$ cat src/rtl/vlsu_req_fragmenter_pkg.sv
// Shared types, widths and mode decode for the VLSU request fragmenter.
package vlsu_req_fragmenter_pkg;

  localparam int unsigned FRAG_ADDR_W = 64;
  localparam int unsigned FRAG_LEN_W  = 16;

  typedef enum logic {IDLE = 1'b0, BUSY = 1'b1} frag_state_e;

  typedef struct packed {
    logic [FRAG_ADDR_W-1:0] addr;
    logic [7:0]             len;
    logic [2:0]             size;
    logic [FRAG_LEN_W+2:0]  bytes;
    logic                   last;
  } frag_req_t;

  function automatic int unsigned max_burst_bytes(input int unsigned bus_bytes,
                                                  input int unsigned max_beats);
    return bus_bytes * max_beats;
  endfunction

  function automatic logic is_incr(input logic [3:0] mode);
    return mode == 4'b0001;
  endfunction

  function automatic logic is_strd(input logic [3:0] mode);
    return mode == 4'b0010;
  endfunction

  function automatic logic is_row2d(input logic [3:0] mode);
    return mode == 4'b0100;
  endfunction

  function automatic logic is_cln2d(input logic [3:0] mode);
    return mode == 4'b1000;
  endfunction

  function automatic logic is_2d(input logic [3:0] mode);
    return is_row2d(mode) || is_cln2d(mode);
  endfunction

endpackage

$ cat src/rtl/vlsu_burst_calc.sv
// Sizes one burst: clips the segment remainder at the max-burst boundary and
// derives the beat count from the bus-lane offset of the start address.
module vlsu_burst_calc
  import vlsu_req_fragmenter_pkg::*;
#(
  parameter int unsigned BUS_BYTES = 16,
  parameter int unsigned MAX_BEATS = 16,
  parameter int unsigned BYTES_W   = 19,
  localparam int unsigned MBB_LG   = $clog2(max_burst_bytes(BUS_BYTES, MAX_BEATS))
) (
  input  logic [MBB_LG-1:0]  addr_lo_i,
  input  logic [BYTES_W-1:0] seg_rem_i,
  output logic [BYTES_W-1:0] bytes_o,
  output logic [7:0]         len_o
);

  localparam int unsigned BUS_LG = $clog2(BUS_BYTES);
  localparam int unsigned SPAN_W = MBB_LG + 1;

  logic [SPAN_W-1:0] room;
  logic [SPAN_W-1:0] span;
  logic [SPAN_W-1:0] beats;

  // Lane offset plus clipped bytes never exceeds the max burst size, so SPAN_W suffices.
  always_comb begin
    room    = SPAN_W'(max_burst_bytes(BUS_BYTES, MAX_BEATS)) - SPAN_W'(addr_lo_i);
    bytes_o = (seg_rem_i < BYTES_W'(room)) ? seg_rem_i : BYTES_W'(room);
    span    = SPAN_W'(addr_lo_i[BUS_LG-1:0]) + SPAN_W'(bytes_o) + SPAN_W'(BUS_BYTES - 1);
    beats   = span >> BUS_LG;
    len_o   = 8'(beats - SPAN_W'(1));
  end

endmodule

$ cat src/rtl/vlsu_req_fragmenter.sv
// Turns one vector memory command into a stream of bus burst requests, one
// per output handshake; bursts never straddle a max-burst-size boundary.
module vlsu_req_fragmenter
  import vlsu_req_fragmenter_pkg::*;
#(
  parameter int unsigned ADDR_W    = FRAG_ADDR_W,
  parameter int unsigned BUS_BYTES = 16,
  parameter int unsigned MAX_BEATS = 16,
  parameter int unsigned LEN_W     = FRAG_LEN_W,
  parameter int unsigned ROW_W     = 16
) (
  input  logic              clk_i,
  input  logic              rst_ni,
  input  logic              cmd_valid_i,
  output logic              cmd_ready_o,
  input  logic [3:0]        cmd_mode_i,
  input  logic [ADDR_W-1:0] cmd_base_i,
  input  logic [ADDR_W-1:0] cmd_stride_i,
  input  logic [1:0]        cmd_eew_i,
  input  logic [LEN_W-1:0]  cmd_vl_i,
  input  logic [ROW_W-1:0]  cmd_rows_i,
  output logic              req_valid_o,
  input  logic              req_ready_i,
  output logic [ADDR_W-1:0] req_addr_o,
  output logic [7:0]        req_len_o,
  output logic [2:0]        req_size_o,
  output logic [LEN_W+2:0]  req_bytes_o,
  output logic              req_last_o
);

  localparam int unsigned BYTES_W = LEN_W + 3;
  localparam int unsigned CNT_W   = LEN_W + ROW_W;
  localparam int unsigned BUS_LG  = $clog2(BUS_BYTES);
  localparam int unsigned MBB_LG  = $clog2(max_burst_bytes(BUS_BYTES, MAX_BEATS));

  frag_state_e        state_q, state_d;
  frag_req_t          req_q, req_d;
  logic               req_valid_q, req_valid_d;
  logic [3:0]         mode_q, mode_d;
  logic [ADDR_W-1:0]  stride_q, stride_d;
  logic [ROW_W-1:0]   rows_q, rows_d;
  logic [ROW_W-1:0]   row_idx_q, row_idx_d;
  logic [CNT_W-1:0]   seg_cnt_q, seg_cnt_d;
  logic [BYTES_W-1:0] seg_len_q, seg_len_d;
  logic [BYTES_W-1:0] seg_rem_q, seg_rem_d;
  logic [ADDR_W-1:0]  cur_addr_q, cur_addr_d;
  logic [ADDR_W-1:0]  seg_addr_q, seg_addr_d;
  logic [ADDR_W-1:0]  col_addr_q, col_addr_d;

  logic               cmd_hs, req_hs, cmd_zero, cmd_legal;
  logic               new_seg, last_row, col_step;
  logic [BYTES_W-1:0] cmd_seg_len, calc_rem, calc_bytes;
  logic [CNT_W-1:0]   cmd_seg_cnt, cnt_after;
  logic [ADDR_W-1:0]  next_seg_addr, calc_addr;
  logic [7:0]         calc_len;
  logic [2:0]         cmd_size;

  assign cmd_ready_o = (state_q == IDLE);
  assign cmd_hs      = cmd_valid_i && cmd_ready_o;
  assign req_hs      = req_valid_q && req_ready_i;
  assign cmd_legal   = is_incr(cmd_mode_i) || is_strd(cmd_mode_i) ||
                       is_row2d(cmd_mode_i) || is_cln2d(cmd_mode_i);
  assign cmd_zero    = !cmd_legal || (cmd_vl_i == '0) ||
                       (is_2d(cmd_mode_i) && (cmd_rows_i == '0));

  always_comb begin
    cmd_seg_len = BYTES_W'(cmd_vl_i) << cmd_eew_i;
    cmd_seg_cnt = CNT_W'(1);
    cmd_size    = 3'(BUS_LG);
    if (is_strd(cmd_mode_i) || is_cln2d(cmd_mode_i)) begin
      cmd_seg_len = BYTES_W'(1) << cmd_eew_i;
      cmd_size    = {1'b0, cmd_eew_i};
    end
    if (is_strd(cmd_mode_i)) begin
      cmd_seg_cnt = CNT_W'(cmd_vl_i);
    end else if (is_row2d(cmd_mode_i)) begin
      cmd_seg_cnt = CNT_W'(cmd_rows_i);
    end else if (is_cln2d(cmd_mode_i)) begin
      cmd_seg_cnt = CNT_W'(cmd_vl_i) * CNT_W'(cmd_rows_i);
    end
  end

  // Column-major walks rows innermost; after the last row the next column starts one element over.
  assign last_row      = (row_idx_q == rows_q - ROW_W'(1));
  assign col_step      = is_cln2d(mode_q) && last_row;
  assign next_seg_addr = col_step ? col_addr_q + ADDR_W'(seg_len_q) : seg_addr_q + stride_q;
  assign new_seg       = (seg_rem_q == '0);
  assign calc_addr     = cmd_hs ? cmd_base_i  : (new_seg ? next_seg_addr : cur_addr_q);
  assign calc_rem      = cmd_hs ? cmd_seg_len : (new_seg ? seg_len_q : seg_rem_q);
  assign cnt_after     = cmd_hs ? cmd_seg_cnt - CNT_W'(1)
                                : (new_seg ? seg_cnt_q - CNT_W'(1) : seg_cnt_q);

  vlsu_burst_calc #(
    .BUS_BYTES (BUS_BYTES),
    .MAX_BEATS (MAX_BEATS),
    .BYTES_W   (BYTES_W)
  ) u_burst_calc (
    .addr_lo_i (calc_addr[MBB_LG-1:0]),
    .seg_rem_i (calc_rem),
    .bytes_o   (calc_bytes),
    .len_o     (calc_len)
  );

  always_comb begin
    state_d     = state_q;
    req_d       = req_q;
    req_valid_d = req_valid_q;
    mode_d      = mode_q;
    stride_d    = stride_q;
    rows_d      = rows_q;
    row_idx_d   = row_idx_q;
    seg_cnt_d   = seg_cnt_q;
    seg_len_d   = seg_len_q;
    seg_rem_d   = seg_rem_q;
    cur_addr_d  = cur_addr_q;
    seg_addr_d  = seg_addr_q;
    col_addr_d  = col_addr_q;

    if (state_q == IDLE) begin
      if (cmd_hs && !cmd_zero) begin
        state_d     = BUSY;
        req_valid_d = 1'b1;
        mode_d      = cmd_mode_i;
        stride_d    = cmd_stride_i;
        rows_d      = cmd_rows_i;
        row_idx_d   = '0;
        seg_len_d   = cmd_seg_len;
        seg_addr_d  = cmd_base_i;
        col_addr_d  = cmd_base_i;
        req_d.size  = cmd_size;
      end
    end else if (req_hs) begin
      if (req_q.last) begin
        state_d     = IDLE;
        req_valid_d = 1'b0;
        req_d       = '0;
      end else if (new_seg) begin
        seg_addr_d = next_seg_addr;
        if (col_step) begin
          col_addr_d = next_seg_addr;
          row_idx_d  = '0;
        end else begin
          row_idx_d  = row_idx_q + ROW_W'(1);
        end
      end
    end

    if ((state_q == IDLE && cmd_hs && !cmd_zero) || (state_q == BUSY && req_hs && !req_q.last)) begin
      req_d.addr  = FRAG_ADDR_W'(calc_addr);
      req_d.len   = calc_len;
      req_d.bytes = (FRAG_LEN_W + 3)'(calc_bytes);
      req_d.last  = (calc_bytes == calc_rem) && (cnt_after == '0);
      cur_addr_d  = calc_addr + ADDR_W'(calc_bytes);
      seg_rem_d   = calc_rem - calc_bytes;
      seg_cnt_d   = cnt_after;
    end
  end

  always_ff @(posedge clk_i or negedge rst_ni) begin
    if (!rst_ni) begin
      state_q     <= IDLE;
      req_q       <= '0;
      req_valid_q <= 1'b0;
      mode_q      <= '0;
      stride_q    <= '0;
      rows_q      <= '0;
      row_idx_q   <= '0;
      seg_cnt_q   <= '0;
      seg_len_q   <= '0;
      seg_rem_q   <= '0;
      cur_addr_q  <= '0;
      seg_addr_q  <= '0;
      col_addr_q  <= '0;
    end else begin
      state_q     <= state_d;
      req_q       <= req_d;
      req_valid_q <= req_valid_d;
      mode_q      <= mode_d;
      stride_q    <= stride_d;
      rows_q      <= rows_d;
      row_idx_q   <= row_idx_d;
      seg_cnt_q   <= seg_cnt_d;
      seg_len_q   <= seg_len_d;
      seg_rem_q   <= seg_rem_d;
      cur_addr_q  <= cur_addr_d;
      seg_addr_q  <= seg_addr_d;
      col_addr_q  <= col_addr_d;
    end
  end

  assign req_valid_o = req_valid_q;
  assign req_addr_o  = ADDR_W'(req_q.addr);
  assign req_len_o   = req_q.len;
  assign req_size_o  = req_q.size;
  assign req_bytes_o = (LEN_W + 3)'(req_q.bytes);
  assign req_last_o  = req_q.last;

endmodule

$ cat config.mk
export PLATFORM = sky130hd
export DESIGN_NAME = vlsu_req_fragmenter
export DESIGN_NICKNAME = d
export VERILOG_FILES = /design/src/rtl/vlsu_req_fragmenter_pkg.sv /design/src/rtl/vlsu_burst_calc.sv /design/src/rtl/vlsu_req_fragmenter.sv
export SDC_FILE = /design/constraint.sdc
export NUM_CORES = 2
export LEC_CHECK = 0
export CAP_MARGIN = 20
export CELL_PAD_IN_SITES_DETAIL_PLACEMENT = 1
export CELL_PAD_IN_SITES_GLOBAL_PLACEMENT = 2
export CORE_MARGIN = 2
export CORE_UTILIZATION = 40
export CTS_BUF_LIST = sky130_fd_sc_hd__clkbuf_4 sky130_fd_sc_hd__clkbuf_8 sky130_fd_sc_hd__clkbuf_16
export DETAILED_ROUTE_END_ITERATION = 10
export DONT_BUFFER_PORTS = 1
export PLACE_DENSITY_LB_ADDON = 0.08
export SYNTH_ARGS = -nofsm -noshare
export SYNTH_HDL_FRONTEND = slang
export SYNTH_SLANG_ARGS = --single-unit
$ cat constraint.sdc
create_clock -name clk_i -period 10.5 [get_ports clk_i]
set_input_delay 3.15 -clock clk_i [delete_from_list [all_inputs] [get_ports clk_i]]
set_output_delay 3.15 -clock clk_i [all_outputs]
set_load 0.02 [all_outputs]
==> impl_metrics.py <==
metrics = {
    "synth": {
        "synth_area_um2": 41200,
        "yosys.area.top_type_share_pct": 27.7,
        "async_flop_share_pct": 100,
        "synth-edff-count": 0,
        "yosysWarnings": 0,
        "ys_seq_area_share_pct": 27.7,
        "synth_cell_type_count": 101,
        "synth-main-ff-cell": "dfrtp_1",
        "synth.largest_area_cell": "dfrtp_1",
        "ys_top_cells_by_count": "nand2_1, dfrtp_1, a21oi_1",
        "synth_area_leaders": "dfrtp_1, fa_1, nand2_1, ha_1, a21oi_1",
        "syn_avg_cell_area_um2": 8.26,
        "postSynthCellCount": 4993,
        "synth-seq-cells": 457,
        "yosysMostFrequentCell": "nand2_1",
    },
    "route": {
        "dr.pass1.iters": 5,
        "drt_iter0_drc": 2062,
        "num_vias": 37000,
        "drt.antenna.violating_nets": 0,
        "via_per_inst": 5.90,
        "drc_errors": 0,
        "wl_per_cell_um": 26.6,
        "routed_wl_mm": 167,
    },
    "cts": {
        "cts_buffers": 61,
        "insertion_delay_ps": 690,
        "clock-root-buffer": "clkbuf_16",
        "clockBufferDepth": 3,
        "cts_resized": 0,
        "cts_max_level": 2,
        "cts.hold.buffers_added": 0,
        "clock_sinks": 457,
        "clk_pin_slew_worst_paths_ps": 60,
        "cts_setup_buffers": 0,
        "tritoncts": "yes",
    },
    "setup_path": {
        "arrival_ps": 10390,
        "cp-start-kind": "input pin",
        "worst_ep_required_time_ps": 11130,
        "critPathKind": "input pin to register",
        "critPathMaxFanout": 22,
        "critPathSlowestCell": "or4_1",
        "path_cells": "nand2_1, fa_1, fa_1, fa_1, fa_1, fa_1, fa_1, inv_1, ha_1, and3_1, nor2b_1, o211ai_1, a21oi_1, o311ai_0, nor3b_1, o22ai_1, a211o_1, or4_1, or4_1, o21a_1, o31ai_1, nand4_1, nand2_1",
        "end_kind": "register",
        "crit_top_cell": "fa_1",
        "critPathMaxStageDelay_ps": 610,
        "r2r_slack_ps": 1230,
    },
    "pwr": {
        "p_sw_mw": 4.96,
        "power.density_nw_per_um2": 244,
        "p_leak_nw": 20.8,
        "switching_share_pct": 45.4,
        "peakVddDrop_mv": 0.390,
        "p_seq_share_pct": 22.2,
        "clockPowerShare_pct": 20.0,
        "power.internal_mw": 5.97,
        "p_comb_share_pct": 57.8,
    },
    "timing": {
        "grt_setup_unrepaired": "no",
        "setup_viol": 0,
        "setup_slack_ps": 734,
        "fmaxAchievable_mhz": 102,
        "drv_slew": 119,
        "whs_ps": 479,
        "worstMarginPinSlew_ps": 1720,
        "finClkSkew_ps": 36.6,
        "hold_violations": 0,
        "finalCriticalPeriod_ps": 9770,
        "period_share_pct": 93.0,
        "relSlewSlack_pct": -15.0,
        "tns_ps": 0,
    },
    "die": {
        "io_pins": 267,
        "core_um2": 102000,
        "start_util_pct": 40.4,
        "rows": 117,
        "dieHeight_um": 325,
        "chipWidth_um": 325,
        "dieArea_um2": 106000,
    },
    "placement": {
        "io_buffer_count": 0,
        "gp_congestion": 0.925,
        "dpl.hpwl_mm": 127,
        "dp_cells": 6170,
        "dp_slack_ps": 68.1,
    },
    "outcome": {
        "status": "finished, violations left",
        "violations": "max-slew violations",
    },
    "cells_and_area": {
        "fin_nets": 5468,
        "fill_cells": 12200,
        "seq_area_um2": 11400,
        "drive_gt1_share_pct": 8.10,
        "diodes": 0,
        "multi_input_comb_area_um2": 27800,
        "syn_to_final_growth_pct": 8.57,
        "instances_no_fill": 6281,
    },
    "job": {
        "cap_violations": 0,
    },
    "worst_hold_path": {
        "timing.hold.worst.class": "register to register",
    },
    "grt": {
        "antenna_found_initial": 8,
        "grt.overflow.total": 0,
        "grt_pass1_vias": 38900,
        "grt_use_total_pct": 31.5,
        "grt_pass1_wl_mm": 253,
        "grt_max_degree": 458,
    },
}
-- area by class of cell --
cell class | count | area share, %
clock buffers | 83 | 3.96
clock inverters | 28 | 0.651
inverters | 284 | 2.38
multi-input cells | 3967 | 62.0
flip-flops and latches | 457 | 25.6
well taps | 1368 | 3.82
repair buffers | 94 | 1.63
-- kinds of logic (layout without fill, tap and decap cells) --
kind of cell / count (synthesis) / count (layout) / synth area share (%)
xor gates and xnor gates: 255 / 255 / 5.42
other: 1 / 10 / 0.00909
and+or+nand+nor: 1911 / 1911 / 21.9
buffers and inverters: 578 / 489 / 5.34
AOI/OAI and AO/OA: 1182 / 1182 / 18.0
adders and majority gates: 433 / 433 / 16.7
muxes: 176 / 176 / 4.89
DFF: 457 / 457 / 27.7
-- critical path, delay by kind of cell --
family          cells  cell delay (ps)
compound gates      7             1600
buf+inv             1               50
fa+ha+maj           7             3510
simple gates        8             2070
-- registers in the layout, summed over array words and instances (netlist names) --
name and count:
req_bytes_o 19, req_addr_o 64, cur_addr_q 64, rows_q 16, stride_q 64, seg_addr_q 64, col_addr_q 64, seg_len_q 19
req_len_o 6, state_q 1, row_idx_q 16, mode_q 4, req_valid_o 1, req_size_o 3, seg_cnt_q 32, seg_rem_q 19
req_last_o 1
-- cell usage in the layout (no fill, tap or decap), types with 34 or more instances in the layout --
cell type / n
a21o_1: 73
a21oi_1: 346
a22o_1: 46
a31oi_1: 47
and2_1: 123
and3_1: 63
buf_4: 91
clkbuf_16: 61
dfrtp_1: 456
fa_1: 198
ha_1: 235
inv_1: 283
mux2_2: 105
mux2i_1: 59
nand2_1: 871
nand3_1: 83
nand4_1: 51
nor2_1: 343
nor2b_1: 34
nor3_1: 92
nor4_1: 38
o21a_1: 39
o21ai_0: 331
o31ai_1: 37
or3_1: 53
xnor2_1: 163
xor2_1: 92
-- metal layers --
metal / GRT usage, % / wire length [um] / vias up / share of wire, %
li1: - / - / 17000 / -
met1: 35.8 / 64500 / 18900 / 39
met2: 57.5 / 86300 / 801 / 52
met3: 4.90 / 7370 / 313 / 4.4
met4: 14.8 / 8960 / 14 / 5.4
met5: 0 / 104 / - / 0.062
-- metrics by stage --
step	utilization (%)	cell area [um^2]	power [mW]
2_1_floorplan	-	41300	6.81
3_3_place_gp	41.8	42700	8.70
3_5_place_dp	41.9	42700	8.78
4_1_cts	43.9	44800	11.0
5_1_grt	43.9	44800	11.9
6_report	43.9	44800	10.9
-- path summary, 6_finish.rpt --
kind,start,end,depth (start not counted)
hold / removal,cur_addr_q[0],cur_addr_q[0],2
hold reg to reg,cur_addr_q[0],cur_addr_q[0],2
setup reg to reg,rows_q[0],cur_addr_q[40],41
min in group asynchronous,rst_ni,stride_q[39],0
setup / recovery,cmd_vl_i[7],req_last_o,23
max in group asynchronous,rst_ni,seg_cnt_q[24],0
-- power groups by stage --
| stage | registers, mW | logic (mW) | clock network, mW |
|---|---|---|---|
| after CTS | 2.43 | 6.37 | 2.23 |
| after floorplan | 2.35 | 4.46 | 0 |
| after global placement | 2.46 | 6.24 | 0 |
| after detailed placement | 2.46 | 6.32 | 0 |
| after global routing | 2.46 | 7.17 | 2.29 |
| final | 2.43 | 6.32 | 2.19 |
Note: power is estimated with default switching activity, not from simulation.
